## src/rtl/uart_pkg.sv

```systemverilog
// Shared UART types: feeder FSM states and the byte width shared with uart_t/uart_r.
package uart_pkg;

  localparam int DEFAULT_DATA_W = 8;

  typedef enum logic [1:0] {
    IDLE = 2'd0,
    LOAD = 2'd1,
    REQ  = 2'd2,
    WAIT = 2'd3
  } feeder_state_t;

endpackage

```

## src/rtl/uart_sync_fifo.sv

```systemverilog
// Single-clock FIFO with occupancy count; head is visible on rd_data whenever not empty.
module uart_sync_fifo #(
  parameter int DEPTH  = 16,
  parameter int DATA_W = 8
) (
  input  logic                    clk,
  input  logic                    rst,
  input  logic                    wr_en,
  input  logic [DATA_W-1:0]       wr_data,
  input  logic                    rd_en,
  output logic [DATA_W-1:0]       rd_data,
  output logic                    full,
  output logic                    empty,
  output logic [$clog2(DEPTH):0]  level
);

  localparam int AW = $clog2(DEPTH);
  localparam logic [AW-1:0] PTR_ONE  = AW'(1);
  localparam logic [AW:0]   LVL_ONE  = (AW+1)'(1);
  localparam logic [AW:0]   LVL_FULL = (AW+1)'(DEPTH);

  logic [DATA_W-1:0] mem_q [DEPTH];
  logic [AW-1:0]     wr_ptr_q, wr_ptr_d;
  logic [AW-1:0]     rd_ptr_q, rd_ptr_d;
  logic [AW:0]       level_q, level_d;
  logic              do_wr, do_rd;

  assign full    = (level_q == LVL_FULL);
  assign empty   = (level_q == '0);
  assign level   = level_q;
  assign do_wr   = wr_en && !full;
  assign do_rd   = rd_en && !empty;
  assign rd_data = mem_q[rd_ptr_q];

  // DEPTH is a power of two, so pointers wrap by plain overflow.
  always_comb begin
    wr_ptr_d = wr_ptr_q;
    rd_ptr_d = rd_ptr_q;
    level_d  = level_q;
    if (do_wr) wr_ptr_d = wr_ptr_q + PTR_ONE;
    if (do_rd) rd_ptr_d = rd_ptr_q + PTR_ONE;
    case ({do_wr, do_rd})
      2'b10:   level_d = level_q + LVL_ONE;
      2'b01:   level_d = level_q - LVL_ONE;
      default: level_d = level_q;
    endcase
  end

  always_ff @(posedge clk or negedge rst) begin
    if (!rst) begin
      wr_ptr_q <= '0;
      rd_ptr_q <= '0;
      level_q  <= '0;
    end else begin
      wr_ptr_q <= wr_ptr_d;
      rd_ptr_q <= rd_ptr_d;
      level_q  <= level_d;
    end
  end

  always_ff @(posedge clk) begin
    if (do_wr) mem_q[wr_ptr_q] <= wr_data;
  end

endmodule

```

## src/rtl/uart_tx_feeder.sv

```systemverilog
// Byte FIFO plus newd/donetx handshake sequencer feeding the UART transmitter.
module uart_tx_feeder
  import uart_pkg::*;
#(
  parameter int DEPTH   = 16,
  parameter int DATA_W  = DEFAULT_DATA_W,
  parameter int TIMEOUT = 4096
) (
  input  logic                    clk,
  input  logic                    rst,
  input  logic                    in_valid,
  input  logic [DATA_W-1:0]       in_data,
  output logic                    in_ready,
  output logic                    newd,
  output logic [DATA_W-1:0]       tx_data,
  input  logic                    donetx,
  output logic [$clog2(DEPTH):0]  level,
  output logic                    busy,
  output logic                    err_to
);

  localparam int CW = $clog2(TIMEOUT + 1);
  localparam logic [CW-1:0] CNT_ONE  = CW'(1);
  localparam logic [CW-1:0] CNT_LAST = CW'(TIMEOUT - 1);

  feeder_state_t     state_q, state_d;
  logic              donetx_q;
  logic              newd_q, newd_d;
  logic [DATA_W-1:0] tx_data_q, tx_data_d;
  logic [CW-1:0]     cnt_q, cnt_d;
  logic              err_to_q, err_to_d;
  logic              pop;
  logic              fifo_full, fifo_empty;
  logic [DATA_W-1:0] head;

  uart_sync_fifo #(
    .DEPTH  (DEPTH),
    .DATA_W (DATA_W)
  ) u_fifo (
    .clk     (clk),
    .rst     (rst),
    .wr_en   (in_valid),
    .wr_data (in_data),
    .rd_en   (pop),
    .rd_data (head),
    .full    (fifo_full),
    .empty   (fifo_empty),
    .level   (level)
  );

  assign in_ready = !fifo_full;
  assign newd     = newd_q;
  assign tx_data  = tx_data_q;
  assign err_to   = err_to_q;
  assign busy     = (state_q != IDLE) || !fifo_empty;

  always_comb begin
    state_d   = state_q;
    newd_d    = newd_q;
    tx_data_d = tx_data_q;
    cnt_d     = '0;
    err_to_d  = err_to_q;
    pop       = 1'b0;
    case (state_q)
      IDLE: begin
        if (!fifo_empty) begin
          pop       = 1'b1;
          tx_data_d = head;
          state_d   = LOAD;
        end
      end
      LOAD: begin
        newd_d  = 1'b1;
        state_d = REQ;
      end
      REQ: begin
        // The request is never withdrawn; a slow ack only flags err_to.
        if (!donetx_q) begin
          newd_d  = 1'b0;
          state_d = WAIT;
        end else if (cnt_q == CNT_LAST) begin
          err_to_d = 1'b1;
          cnt_d    = '0;
        end else begin
          cnt_d = cnt_q + CNT_ONE;
        end
      end
      WAIT: begin
        if (donetx_q) state_d = IDLE;
      end
      default: state_d = IDLE;
    endcase
  end

  // donetx_q resets high: the transmitter reads as idle until its first frame.
  always_ff @(posedge clk or negedge rst) begin
    if (!rst) begin
      state_q   <= IDLE;
      donetx_q  <= 1'b1;
      newd_q    <= 1'b0;
      tx_data_q <= '0;
      cnt_q     <= '0;
      err_to_q  <= 1'b0;
    end else begin
      state_q   <= state_d;
      donetx_q  <= donetx;
      newd_q    <= newd_d;
      tx_data_q <= tx_data_d;
      cnt_q     <= cnt_d;
      err_to_q  <= err_to_d;
    end
  end

endmodule

```

## config.mk

```make
export PLATFORM = sky130hd
export DESIGN_NAME = uart_tx_feeder
export DESIGN_NICKNAME = d
export VERILOG_FILES = /design/src/rtl/uart_pkg.sv /design/src/rtl/uart_sync_fifo.sv /design/src/rtl/uart_tx_feeder.sv
export SDC_FILE = /design/constraint.sdc
export NUM_CORES = 1
export LEC_CHECK = 0
export BUFFER_PORTS_ARGS = -buffer_cell sky130_fd_sc_hd__clkbuf_2
export CAP_MARGIN = 20
export CORE_MARGIN = 2
export CORE_UTILIZATION = 57
export CTS_BUF_LIST = sky130_fd_sc_hd__clkbuf_4
export CTS_CLUSTER_DIAMETER = 50
export DETAILED_ROUTE_END_ITERATION = 7
export PLACE_DENSITY_LB_ADDON = 0.08
export SYNTH_ARGS = -nofsm -noshare
export SYNTH_HDL_FRONTEND = slang
export SYNTH_SLANG_ARGS = --single-unit
```

## constraint.sdc

```tcl
create_clock -name clk -period 3.3 [get_ports clk]
set_clock_uncertainty 0.2 [all_clocks]
set_input_delay 0.165 -clock clk [delete_from_list [all_inputs] [get_ports clk]]
set_output_delay 0.165 -clock clk [all_outputs]
set_load 0.02 [all_outputs]
```

==> impl_metrics.json, run 1 <==
{
  "cts_buffers": 17,
  "yosysMostFrequentCell": "edfxtp_1",
  "vias_per_cell": 5.88,
  "drc": 0,
  "synth_edf_count": 128,
  "gr-usage-all-layers": 0.223,
  "critPathMaxFanout": 20,
  "hold_violations": 0,
  "grt_pass1_vias": 3733,
  "finalPower_mw": 6.13,
  "antenna_found_initial": 0,
  "cts_root_buf": "clkbuf_4",
  "yosysSeqAreaShare": 0.700,
  "grt_max_degree": 40,
  "post-cts-setup-buffer-count": 0,
  "drt_iter0_markers": 399,
  "nets": 491,
  "die_area_um2": 13000,
  "areaGrowthSynthToFinish_pct": 12.3,
  "syn_nets": 426,
  "cp_slowest_cell": "or4_4",
  "drtPass1Iterations": 5,
  "io_buffers": 28,
  "final_antenna_net_count": 0,
  "fin_cells": 625,
  "drive_gt1_frac": 0.299,
  "ys_ff_latch": 167,
  "endpoint_kind": "flop",
  "combPwrFrac": 0.322,
  "clock_sinks": 167,
  "syn_area_per_cell_um2": 17.2,
  "die_x_um": 114,
  "p_leak_nw": 2.71,
  "seqPwrFrac": 0.486,
  "intPower_mw": 4.03,
  "grt_pass1_wl_um": 20600,
  "finalWirelength_um": 13100,
  "clkTransAtPathRegs_ps": 130,
  "vias": 3673,
  "vdd_drop_max_v": 0.000517,
  "timing.final.max_slew_violations": 0,
  "syn_inst": 400,
  "synth_cell_types": 52,
  "worstPathArrival_ps": 3300,
  "setup_viol": 0,
  "cp.required_ps": 3540,
  "path_class": "reg -> reg",
  "core-area_um2": 11900,
  "synthArstFlopShare": 0.234,
  "synth_top_area_frac": 0.558,
  "worst_slack_ps": 237,
  "wl_per_cell_um": 21.0,
  "p_clk_frac": 0.193,
  "io-pin-count": 29,
  "synthTopCellsByCount": "128 x edfxtp_1, 38 x dfrtp_1, 32 x mux4_2, 30 x nor2_1, 18 x nand2_1",
  "dp_slack_ps": 269,
  "dieHeight_um": 114,
  "status": "finished clean",
  "rsz0062_at_grt": "no",
  "cts_tree": "done",
  "synth_area_leaders": "edfxtp_1 56%, dfrtp_1 14%, mux4_2 10%",
  "cts_max_path_buffers": 2,
  "placed_cells": 579,
  "maxCapViolCount": 0,
  "p_sw_mw": 2.10,
  "tns_ps": 0,
  "synth_top_cell_by_area": "edfxtp_1",
  "post-dp-hpwl_um": 8550,
  "antenna_cells": 0,
  "yosysWarningCount": 0,
  "max_stage_delay_ps": 610,
  "swShare": 0.343,
  "maxSlewHeadroom": 0.282,
  "cts_resized": 0,
  "clk_latency_ps": 570,
  "min_path_type": "reg -> reg",
  "fin_crit_sh": 0.928,
  "max_freq_mhz": 326,
  "path_cells": "or4_4, o21ai_4, inv_4, ha_1, xor2_1, ha_2, or3b_4, a21oi_2, o21ai_1, xnor2_1",
  "cts_hold_buf": 12,
  "critPathLaunchType": "flop",
  "place_congestion": 0.766,
  "holdWs_ps": 282,
  "fin_crit_ps": 3060,
  "gr-total-overflow": 0,
  "htree_levels": 4,
  "ys.flop_type": "edfxtp_1",
  "tightest_slew_ps": 1080,
  "initial_utilization": 0.578,
  "netlist_area_um2": 6890,
  "p_per_area_nw_per_um2": 792,
  "rows": 40
}
-- flip-flops by register name (all words and copies together) (netlist names) --
register	cells
u_fifo.mem_q	128
cnt_q	13
tx_data	8
u_fifo.level	5
u_fifo.rd_ptr_q	4
u_fifo.wr_ptr_q	4
state_q	2
donetx_q	1
err_to	1
newd	1
-- layer usage --
metal / track usage / share of wire
met1: 0.290 / 0.44
met2: 0.369 / 0.51
met3: 0.0606 / 0.035
met4: 0.0748 / 0.014
met5: 0 / 0
-- final cells by class --
| cell class | count | area [um^2] |
|---|---|---|
| Clock buffer | 19 | 143 |
| Clock inverter | 13 | 144 |
| Fill cell | 866 | 4170 |
| Inverter | 13 | 51.3 |
| Multi-Input combinational cell | 203 | 1930 |
| Sequential cell | 167 | 4830 |
| Tap cell | 147 | 184 |
| Timing Repair Buffer | 63 | 460 |
-- metrics by stage --
step                       util  cell area [um^2]
final                     0.650              7740
after global routing      0.650              7740
after CTS                 0.647              7710
after detailed placement  0.613              7300
after global placement    0.613              7300
after floorplan               -              6910
-- cell usage in the layout (no fill, tap or decap), drive strengths merged, types with 14 or more instances in the layout --
cell / Yosys / routed
nand2: 18 / 18
ha: 14 / 14
mux4: 32 / 32
edfxtp: 128 / 128
clkbuf: 5 / 47
inv: 13 / 17
nor2: 30 / 30
dfrtp: 38 / 38
xnor2: 16 / 16
buf: 12 / 22
-- power groups by stage --
stage	clock network (mW)	registers [mW]	logic (mW)
2_1_floorplan	0	2.87	1.53
3_3_place_gp	0	3.01	1.94
3_5_place_dp	0	3.02	1.98
4_1_cts	1.21	2.98	2.00
5_1_grt	1.29	3.03	2.17
6_report	1.18	2.98	1.97
-- kinds of logic after synthesis --
group                      after synthesis  synth area share
adders and majority gates               14            0.0254
buffers and inverters                   30            0.0213
and+or+nand+nor                         85            0.0618
AOI/OAI and AO/OA                       41            0.0436
xor gates and xnor gates                21            0.0267
muxes                                   42             0.121
DFF                                    167             0.700
-- worst max-delay path: cells and delay by family (launching register included) --
family / cells / cell delay [ps]
AO/OA/AOI/OAI: 3 / 390
adder cells (fa/ha/maj): 2 / 450
XOR/XNOR: 2 / 280
buffers and inverters: 1 / 130
flip-flops: 1 / 510
AND/OR/NAND/NOR: 2 / 980
-- final timing paths --
kind                                              from                              to  slack [ps]  cells after the start
max                        u_fifo.level[2]$_DFFE_PN0P_     u_fifo.level[4]$_DFFE_PN0P_         240                     10
min                                 err_to$_DFFE_PN0P_              err_to$_DFFE_PN0P_         280                      2
max reg2reg                u_fifo.level[2]$_DFFE_PN0P_     u_fifo.level[4]$_DFFE_PN0P_         240                     10
min reg2reg                         err_to$_DFFE_PN0P_              err_to$_DFFE_PN0P_         280                      2
max in group asynchronous                          rst              donetx_q$_DFF_PN1_        2110                      4
min in group asynchronous                          rst  u_fifo.wr_ptr_q[2]$_DFFE_PN0P_         300                      3
Note: power is estimated with default switching activity, not from simulation.
==> run 2: changes to the inputs <==
--- a/config.mk
+++ b/config.mk
@@ -5,10 +5,11 @@
 export SDC_FILE = /design/constraint.sdc
 export NUM_CORES = 1
 export LEC_CHECK = 0
+export ABC_AREA = 1
 export BUFFER_PORTS_ARGS = -buffer_cell sky130_fd_sc_hd__clkbuf_2
 export CAP_MARGIN = 20
 export CORE_MARGIN = 2
-export CORE_UTILIZATION = 57
+export CORE_UTILIZATION = 58
 export CTS_BUF_LIST = sky130_fd_sc_hd__clkbuf_4
 export CTS_CLUSTER_DIAMETER = 50
 export DETAILED_ROUTE_END_ITERATION = 7
==> impl_metrics.json, run 2 <==
{
  "place_congestion": 0.872,
  "grt_pass1_vias": 5063,
  "antenna_found_initial": 0,
  "cts_max_path_buffers": 2,
  "vias_per_cell": 5.24,
  "gr-total-overflow": 0,
  "design_area_um2": 8360,
  "syn_inst": 776,
  "vdd_drop_max_v": 0.000520,
  "min_path_type": "in -> async",
  "place_area_um2": 7970,
  "cts_root_buf": "clkbuf_4",
  "ff_latch_area_um2": 4820,
  "maxCapViolCount": 0,
  "htree_levels": 4,
  "path_cells": "nor2_1, nand3_2, inv_2, nand2_2, nand2_2, ha_1, xor2_1, ha_1, inv_1, nand2_1, nand3_1, a21oi_1, nand2_1, nand2_1, nand2_1",
  "post-cts-setup-buffer-count": 0,
  "largest_register_ffs": 128,
  "synthTopCellsByCount": "241 x nand2_1, 129 x inv_1, 128 x edfxtp_1, 110 x nand3_1, 38 x dfrtp_1",
  "tightest_slew_ps": 716,
  "gr-usage-all-layers": 0.250,
  "io_buffers": 28,
  "syn_area_per_cell_um2": 9.85,
  "yosysMostFrequentCell": "nand2_1",
  "ys_ff_latch": 167,
  "post-dp-hpwl_um": 10900,
  "yosysWarningCount": 0,
  "fillCellCount": 1069,
  "multiInputGateArea_um2": 2130,
  "fin_util": 0.657,
  "critPathMaxFanout": 16,
  "wl_per_cell_um": 16.4,
  "p_per_area_nw_per_um2": 765,
  "setup_viol": 0,
  "synth_area_leaders": "edfxtp_1 50%, dfrtp_1 12%, nand2_1 12%",
  "drc": 0,
  "hold_violations": 0,
  "core-area_um2": 12700,
  "vias": 5309,
  "p_leak_nw": 3.80,
  "max_stage_delay_ps": 460,
  "cp_slowest_cell": "dfrtp_1",
  "areaGrowthSynthToFinish_pct": 9.37,
  "synth_top_area_frac": 0.503,
  "tns_ps": 0,
  "status": "finished clean",
  "cp.required_ps": 3570,
  "die_area_um2": 14100,
  "fin_crit_ps": 2780,
  "drive_gt1_frac": 0.126,
  "timing.final.max_slew_violations": 0,
  "worstPathArrival_ps": 3050,
  "critPathLaunchType": "flop",
  "antenna_cells": 0,
  "max_freq_mhz": 360,
  "endpoint_kind": "flop",
  "cts_buffers": 17,
  "cts_tree": "done",
  "regMostFlops": "u_fifo.mem_q",
  "synth_cell_types": 31,
  "synthArstFlopShare": 0.234,
  "clk_latency_ps": 580,
  "rows": 41,
  "clkTransAtPathRegs_ps": 120,
  "mostFrequentLayoutCell": "nand2_1",
  "die_x_um": 119,
  "layout_common_cells": "241 x nand2_1, 129 x inv_1, 128 x edfxtp_1, 110 x nand3_1, 37 x dfrtp_1",
  "finalWirelength_um": 16600,
  "netlist_area_um2": 7640,
  "cp_common_cell": "nand2_1",
  "clock_sinks": 167,
  "holdWs_ps": 264,
  "path_class": "reg -> reg",
  "dieHeight_um": 119,
  "grt_max_degree": 55,
  "synth_top_cell_by_area": "edfxtp_1",
  "synth_edf_count": 128,
  "initial_utilization": 0.601,
  "maxSlewHeadroom": 0.521,
  "nets": 854,
  "ys.flop_type": "edfxtp_1",
  "yosysSeqAreaShare": 0.631,
  "final_antenna_net_count": 0,
  "drt_iter0_markers": 566,
  "rsz0062_at_grt": "no",
  "io-pin-count": 29,
  "syn_nets": 802,
  "fin_crit_sh": 0.842,
  "grt_pass1_wl_um": 26500,
  "drtPass1Iterations": 6
}
[run 2: final timing paths]
kind	from	end	slack, ps	depth (start not counted)
max	u_fifo.level[1]$_DFFE_PN0P_	u_fifo.level[4]$_DFFE_PN0P_	520	15
min	rst	u_fifo.level[3]$_DFFE_PN0P_	260	3
max reg2reg	u_fifo.level[1]$_DFFE_PN0P_	u_fifo.level[4]$_DFFE_PN0P_	520	15
min reg2reg	cnt_q[0]$_DFF_PN0_	cnt_q[0]$_DFF_PN0_	290	1
max in group asynchronous	rst	donetx_q$_DFF_PN1_	2160	4
min in group clk	cnt_q[0]$_DFF_PN0_	cnt_q[0]$_DFF_PN0_	290	1
[run 2: per-layer routing]
layer / share of wire / track usage / vias up / wire, um
met2: 0.47 / 0.394 / 203 / 7840
met1: 0.43 / 0.343 / 2491 / 7090
li1: - / - / 2583 / -
met4: 0.029 / 0.104 / 0 / 473
met5: 0 / 0 / - / 0
met3: 0.070 / 0.0473 / 32 / 1160
[run 2: what timing repair did]
| action | in CTS | in global routing |
|---|---|---|
| endpoints found under the setup margin | 0 | 0 |
| hold buffers | 12 | 1 |
| gates resized for setup | 0 | 0 |
| endpoints found under the hold margin | 170 | 38 |
[run 2: per-stage QoR]
| stage | setup WS [ps] | power, mW | cells |
|---|---|---|---|
| global placement | 728 | 5.28 | 967 |
| global route | 297 | 6.83 | 1013 |
| finish | 520 | 6.39 | 1013 |
| floorplan | 667 | 4.61 | 776 |
| CTS | 552 | 6.40 | 1011 |
| detailed placement | 571 | 5.36 | 967 |
[run 2: kinds of logic after synthesis]
family	after synthesis	share of synthesized area
XOR/XNOR	13	0.0149
flip-flops	167	0.631
AO/OA/AOI/OAI	16	0.0121
buffers and inverters	163	0.0901
AND/OR/NAND/NOR	403	0.229
adder cells (fa/ha/maj)	14	0.0229
[run 2: area by class of cell]
cell class,instances,area share
Sequential cell,167,0.577
Multi-Input combinational cell,446,0.255
Inverter,135,0.0606
Timing Repair Buffer,61,0.0533
Tap cell,172,0.0258
Clock buffer,20,0.0180
Clock inverter,12,0.0102
[run 2: critical path: cells and delay by family (launching register included)]
kind / cells / cell delay (ps)
xor gates and xnor gates: 1 / 250
DFF: 1 / 460
AOI/OAI and AO/OA: 1 / 190
adders and majority gates: 2 / 540
and+or+nand+nor: 9 / 910
buffers and inverters: 2 / 120
[run 2: report_power, final]
part / switching [mW] / internal, mW / leakage (nW)
Combinational: 1.80 / 0.785 / 1.99
Sequential: 0.180 / 2.58 / 1.65
Clock: 0.661 / 0.385 / 0.151
Total: 2.65 / 3.75 / 3.80
